===== config.mk =====
export PLATFORM = sky130hd
export DESIGN_NAME = mpack_watchdog
export DESIGN_NICKNAME = d
export VERILOG_FILES = /design/src/rtl/mpack_watchdog.sv
export SDC_FILE = /design/constraint.sdc
export NUM_CORES = 1
export LEC_CHECK = 0
export CAP_MARGIN = 20
export CORE_AREA = 2 2 99 101
export DETAILED_ROUTE_END_ITERATION = 8
export DIE_AREA = 0 0 101 103
export DONT_BUFFER_PORTS = 1
export GPL_TIMING_DRIVEN = 0
export MAX_ROUTING_LAYER = met4
export SYNTH_ARGS = -nofsm -noshare
export SYNTH_HDL_FRONTEND = slang
export SYNTH_SLANG_ARGS = --single-unit

===== constraint.sdc =====
create_clock -name clk -period 2.2 [get_ports clk]
set_clock_uncertainty 0.2 [all_clocks]
set_input_delay 0.44 -clock clk [delete_from_list [all_inputs] [get_ports clk]]
set_output_delay 0.44 -clock clk [all_outputs]
set_load 0.01 [all_outputs]

===== src/rtl/mpack_watchdog.sv =====
// Bus watchdog between the CPU packed memory bus and the peripheral decode tree.
// Passes requests/responses through and aborts accesses that stall for TIMEOUT cycles.
module mpack_watchdog #(
  parameter logic [15:0] TIMEOUT   = 16'd255,
  parameter logic [31:0] ERR_RDATA = 32'hDEADBEEF
) (
  input  logic        clk,
  input  logic        rst_n,
  input  logic [68:0] cpu_fwd,
  output logic [32:0] cpu_ret,
  output logic [68:0] per_fwd,
  input  logic [32:0] per_ret,
  input  logic        err_clr,
  output logic        err_strb,
  output logic [31:0] err_addr,
  output logic        err_wr,
  output logic [15:0] err_cnt
);

  localparam int VALID_BIT = 32;
  localparam int READY_BIT = 32;

  typedef enum logic [1:0] {
    IDLE  = 2'd0,
    WAIT  = 2'd1,
    ABORT = 2'd2,
    DRAIN = 2'd3
  } state_t;

  state_t      state_q, state_d;
  logic [15:0] cnt_q, cnt_d;
  logic [15:0] cnt_inc;
  logic [15:0] err_cnt_q;
  logic        cpu_valid;
  logic        per_ready;
  logic        fire;

  assign cpu_valid = cpu_fwd[VALID_BIT];
  assign per_ready = per_ret[READY_BIT];
  assign cnt_inc   = cnt_q + 16'd1;

  // ABORT is the cycle in which the count has reached TIMEOUT; a ready arriving
  // in that very cycle still wins, so the abort only fires if the access is
  // still pending and unanswered.
  always_comb begin
    // NOTE: every output of this block gets a default first, so no path can
    // leave a signal unassigned and infer a latch.
    state_d  = state_q;
    cnt_d    = cnt_q;
    per_fwd  = cpu_fwd;
    cpu_ret  = per_ret;
    err_strb = 1'b0;
    fire     = 1'b0;

    unique case (state_q)
      IDLE: begin
        if (TIMEOUT != 16'd0 && cpu_valid && !per_ready) begin
          cnt_d   = 16'd1;
          state_d = (TIMEOUT == 16'd1) ? ABORT : WAIT;
        end
      end

      WAIT: begin
        if (per_ready || !cpu_valid) begin
          cnt_d   = 16'd0;
          state_d = IDLE;
        end else begin
          cnt_d = cnt_inc;
          if (cnt_inc == TIMEOUT) begin
            state_d = ABORT;
          end
        end
      end

      ABORT: begin
        cnt_d = 16'd0;
        if (per_ready || !cpu_valid) begin
          state_d = IDLE;
        end else begin
          fire               = 1'b1;
          err_strb           = 1'b1;
          cpu_ret            = {1'b1, ERR_RDATA};
          per_fwd[VALID_BIT] = 1'b0;
          state_d            = DRAIN;
        end
      end

      DRAIN: begin
        // Hide the abandoned access from peripherals and any late ready from the CPU.
        per_fwd[VALID_BIT] = 1'b0;
        cpu_ret            = '0;
        cnt_d              = 16'd0;
        if (!cpu_valid) begin
          state_d = IDLE;
        end
      end

      default: begin
        state_d = IDLE;
        cnt_d   = 16'd0;
      end
    endcase
  end

  // NOTE: sequential state uses non-blocking assignments so every register
  // samples the pre-edge values, independent of statement order.
  always_ff @(posedge clk or negedge rst_n) begin
    if (!rst_n) begin
      state_q <= IDLE;
      cnt_q   <= 16'd0;
    end else begin
      state_q <= state_d;
      cnt_q   <= cnt_d;
    end
  end

  always_ff @(posedge clk or negedge rst_n) begin
    if (!rst_n) begin
      err_addr  <= 32'd0;
      err_wr    <= 1'b0;
      err_cnt_q <= 16'd0;
    end else begin
      if (fire) begin
        err_addr <= cpu_fwd[31:0];
        err_wr   <= |cpu_fwd[36:33];
      end
      // A clear coincident with an abort leaves exactly that abort counted.
      if (err_clr) begin
        err_cnt_q <= fire ? 16'd1 : 16'd0;
      end else if (fire && err_cnt_q != 16'hFFFF) begin
        err_cnt_q <= err_cnt_q + 16'd1;
      end
    end
  end

  assign err_cnt = err_cnt_q;

endmodule

Word-level counts from Yosys, hierarchy flattened
Cells that the tools add are included.

storage, ports and cells
  register bits = 67
  input bits = 105
  output and inout port bits = 152
  word-level logic and storage cells = 43

cells by class
  add/sub/neg operators = 2
  equal/unequal tests = 8
  mux-type cells = 18
  reduce and logical (&&, ||, !) cells = 10

operator list
  kind                                                  count
  one-hot mux 33 bit (2 select lines)                   1
  two-way mux 16 bit                                    4
  one-hot mux 16 bit (3 select lines)                   1
  two-way mux 33 bit                                    1
  adder 16 x 1 -> 16 bit, second input constant         2
  equality test 16 x 8 -> 1 bit, second input constant  1
  != test 16 bit, second input constant                 1
  two-way mux 2 bit                                     5
  one-hot mux 2 bit (4 select lines)                    1
  equality test 2 bit, second input constant            2
  two-way mux 1 bit                                     4
  != test 2 bit, second input constant                  2
  OR reduction 4 bit                                    1
  != test 3 bit, second input constant                  1
  AND reduction 3 bit                                   1
  equality test 2 x 1 -> 1 bit, second input constant   1
  logical AND 1 bit                                     2
  zero test 1 bit                                       2
  zero test 2 bit                                       1
  one-hot mux 1 bit (2 select lines)                    1
  nonzero test 2 bit                                    1
  OR reduction 2 bit                                    1
  logical OR 1 bit                                      1

Logic depth before layout (Yosys ltp)
  depth in word-level cells = 7
  mapped depth = 8
  mapped depth without buffers = 7

Worst setup path after synthesis
OpenSTA, ideal clock, no wires.

  path type = register to output
  from = register state_q[1]
  to = output cpu_ret[0]
  arrival time = 1.457 ns
  data required time = 1.560 ns
  path slack = 0.103 ns
  cell stages (with the launch flop) = 6
  path buffers = 2
  path through = dfrtp_1 clkbuf_1 nand2_1 nor2_1 clkbuf_1 o21a_1

between the ends
  cells in the longest elaborated chain, start to end = 2
  elaborated cells on any way between the ends = 3
  classes of those cells = eq/ne (2); mux (1)

ends and longest elaborated chain
  item                                     line  source
  from (decl)                              30    state_t state_q, state_d;
  from (signal assigned)                   112   state_q <= state_d;
  equality test 2 bit                      55    unique case (state_q)
  one-hot mux 33 bit (2 select lines) (*)  55
  to (decl)                                10    output logic [32:0] cpu_ret,

Every way passes the cells marked *; elsewhere a longest branch is shown, timed or not.

Worst setup path after layout
  from = register state_q[1]
  to = output cpu_ret[22]

The elaborated chain is that of the path after synthesis.

==> key figures <==
Power and ir drop
  – Seq pwr share: 0.518
  – Pleak: 2.21 nW
  – Comb power frac: 0.106
  – Cell-internal power: 1.83 mW
  – Design Power: 2.41 mW
  – Clock share of power: 0.376
  – Worst VDD drop: 0.260 mV
  – Pwr dens: 532 mW/mm^2
  – P_sw: 0.582 mW
  – Sw Share: 0.242

GRT
  – GRT overflow: 0
  – Vias in the first global route: 2976
  – Tot GR Track Use: 0.204
  – Largest net degree at the start of global routing: 68
  – Antenna violations before repair: 3
  – First-pass GRT wire length: 15800 um

Yosys
  – Post-Syn Nets: 577
  – Synthesis-stage register bit count: 67
  – Sequential area share after synthesis: 0.425
  – Gate Count Post-Synth: 469
  – Post-synthesis cell type count: 38
  – Count of warnings emitted by yosys: 0
  – Syn Area/Cell: 8.41 um^2
  – Synthesized area: 0.00395 mm^2

Clock tree
  – Worst skew pair latency: 0.33 ns
  – Hold Buf Count CTS: 6
  – CTS tree: built
  – Depth of the CTS H-tree: 3
  – Num CTS Buffers: 9
  – Clock sinks: 67
  – Clock Root Buffer: clkbuf_8
  – Clk slew on worst S/H paths: 0.08 ns
  – Max Buffers Root-to-Sink: 2

Worst setup path
  – Crit Path Category: flip-flop to output pin
  – Max FO, Critical Path: 10
  – CP Data Arrival Time: 1.49 ns
  – Worst Path Required: 1.56 ns
  – Crit start category: flip-flop
  – Capturing element type of the critical path: output pin

Final layout
  – Fraction of layout cells with a size suffix above 1: 0.257
  – Register area: 0.00169 mm^2
  – Area Growth Syn to Fin: 14.8%
  – Final Non-Filler Cells: 611
  – Fillcell total: 908
  – Multi-input gate area: 0.00175 mm^2
  – Nets: 600
  – Design Area, Final: 0.00453 mm^2

STA
  – Max Clk Rate: 470 MHz
  – Worst setup margin: 0.0742 ns
  – Slew Limit Fails: 0
  – Max-slew headroom: 0.583
  – Crit path time final: 2.13 ns
  – Final worst-path cycle share: 0.966
  – Fin Hold WS: -0.407 ns
  – Hold Violations, Final: 67
  – Worst slew pin tran: 0.620 ns
  – Final setup viols: 0

Placement
  – Port Buffer Count: 0
  – Detailed placer's ending HPWL: 8220 um
  – Placement Cell Area: 0.00409 mm^2
  – Placed insts: 583
  – GP Congestion: 0.899
  – Placement Setup Slack: -0.333 ns

Drt
  – TritonRoute pass-1 iters: 4
  – Vias per inst: 5.42
  – Final wirelength: 11200 um
  – Initial drt markers: 128
  – Vias: 3310
  – DRC viols: 0
  – Wirelength per Cell: 18.3 um
  – Post-route ant nets: 0

Run status
  – Run status: finished with violations
  – Violated checks: negative hold slack

Die
  – Core Box Area: 0.00946 mm^2
  – DIE HEIGHT: 103 um
  – Die area: 0.0104 mm^2
  – Core Rows: 36
  – IO Count: 257
  – Initial core utilization: 0.417
  – Die width: 101 um

Run
  – Max Cap Viol: 0

Worst hold path
  – Worst hold path type: input pin to asynchronous set/reset pin
[area by class of cell]
cell class                 instances  area share
multi-input combinational        306       0.386
sequential                        67       0.372
buffer                            88       0.140
clock buffer                      12      0.0343
tap                              114      0.0315
timing repair buffer              15      0.0282
inverter                           5     0.00442
clock inverter                     2     0.00276
antenna                            2     0.00110
[cells by family after synthesis]
logic type	after synthesis	synth area share
and+or+nand+nor	212	0.245
buffers and inverters	96	0.158
AOI/OAI and AO/OA	72	0.120
DFF	67	0.425
xor gates and xnor gates	18	0.0400
adders and majority gates	3	0.00952
muxes	1	0.00254
[synth_stat cells (all sizes together)]
library cell | instances | area share
nand2 | 125 | 0.12
o21a | 25 | 0.048
xnor2 | 6 | 0.013
o211ai | 4 | 0.0076
a21boi | 1 | 0.0019
nor3 | 2 | 0.0025
and3 | 13 | 0.022
nand3b | 3 | 0.0089
nor4 | 7 | 0.011
or4 | 3 | 0.0057
o31ai | 3 | 0.0057
nor2 | 28 | 0.027
dfrtp | 67 | 0.42
xor2 | 12 | 0.027
o41ai | 1 | 0.0022
buf | 72 | 0.13
nand4 | 8 | 0.013
clkbuf | 19 | 0.018
o311a | 1 | 0.0025
o32ai | 1 | 0.0022
inv | 4 | 0.0038
and4 | 5 | 0.011
clkinv | 1 | 0.0013
ha | 3 | 0.0095
o21ai | 24 | 0.031
or4b | 1 | 0.0025
nor2b | 3 | 0.0048
o2111ai | 3 | 0.0067
a31oi | 2 | 0.0032
nand3 | 11 | 0.014
mux2i | 1 | 0.0025
a21oi | 7 | 0.0089
and2 | 3 | 0.0048
[metrics by stage]
stage                      util  TNS [ns]  hold WS, ns
after floorplan               -         0      -0.0556
after global placement    0.432     -7.16      -0.0538
after detailed placement  0.432     -9.18      -0.0535
after CTS                 0.466         0       -0.421
after global routing      0.479  -0.00838       -0.428
final                     0.479         0       -0.407
[metal layers]
| metal | track usage | part of all wire |
|---|---|---|
| met5 | - | 0 |
| met4 | 0.0738 | 0.0085 |
| met3 | 0.0441 | 0.066 |
| met1 | 0.225 | 0.38 |
| met2 | 0.362 | 0.54 |
[flip-flops by register name, indices dropped and copies added (netlist names)]
register / flops
err_addr: 32
cnt_q: 16
err_cnt: 16
state_q: 2
err_wr: 1
[critical path, stage by stage (launching register included)]
cell,delay [ns]
dfrtp_1,0.39
clkbuf_8,0.17
nand2_2,0.13
buf_2,0.21
and3_1,0.26
[repair_timing]
action | in CTS | in global routing
pin swaps | 4 | 8
endpoints found under the hold margin | 73 | 67
endpoints found under the setup margin | 68 | 36
resized for setup | 26 | 24
setup buffers | 4 | 5
[power by group through the flow]
stage                     registers, mW  clock network (mW)  logic (mW)
after CTS                          1.25               0.936       0.239
after floorplan                    1.27                   0       0.209
after global placement             1.27                   0       0.233
after detailed placement           1.27                   0       0.232
after global routing               1.25                1.00       0.273
final                              1.25               0.906       0.254
[placed cells by master, fill, tap and decap left out, types with 9 or more instances in the layout]
cell,Yosys,routed
clkbuf_8,0,13
o21ai_0,23,22
dfrtp_1,67,60
and3_1,12,11
xor2_1,12,12
o21a_1,25,22
nand2_1,125,123
nand3_1,11,11
buf_4,69,79
clkbuf_1,19,9
nor2_1,28,27
[worst paths after layout]
kind	from	endpoint	cells after the start	slack [ns]
setup reg to reg	cnt_q[0]	state_q[0]	7	0.07
min in group clk	cpu_fwd[11]	err_addr[11]	2	0.01
setup / recovery	state_q[1]	cpu_ret[22]	4	0.07
hold reg to reg	cnt_q[15]	cnt_q[15]	2	0.31
max in group asynchronous	rst_n	err_addr[19]	0	2.09
hold / removal	rst_n	err_cnt[7]	0	-0.41
Note: power is estimated with default switching activity, not from simulation.
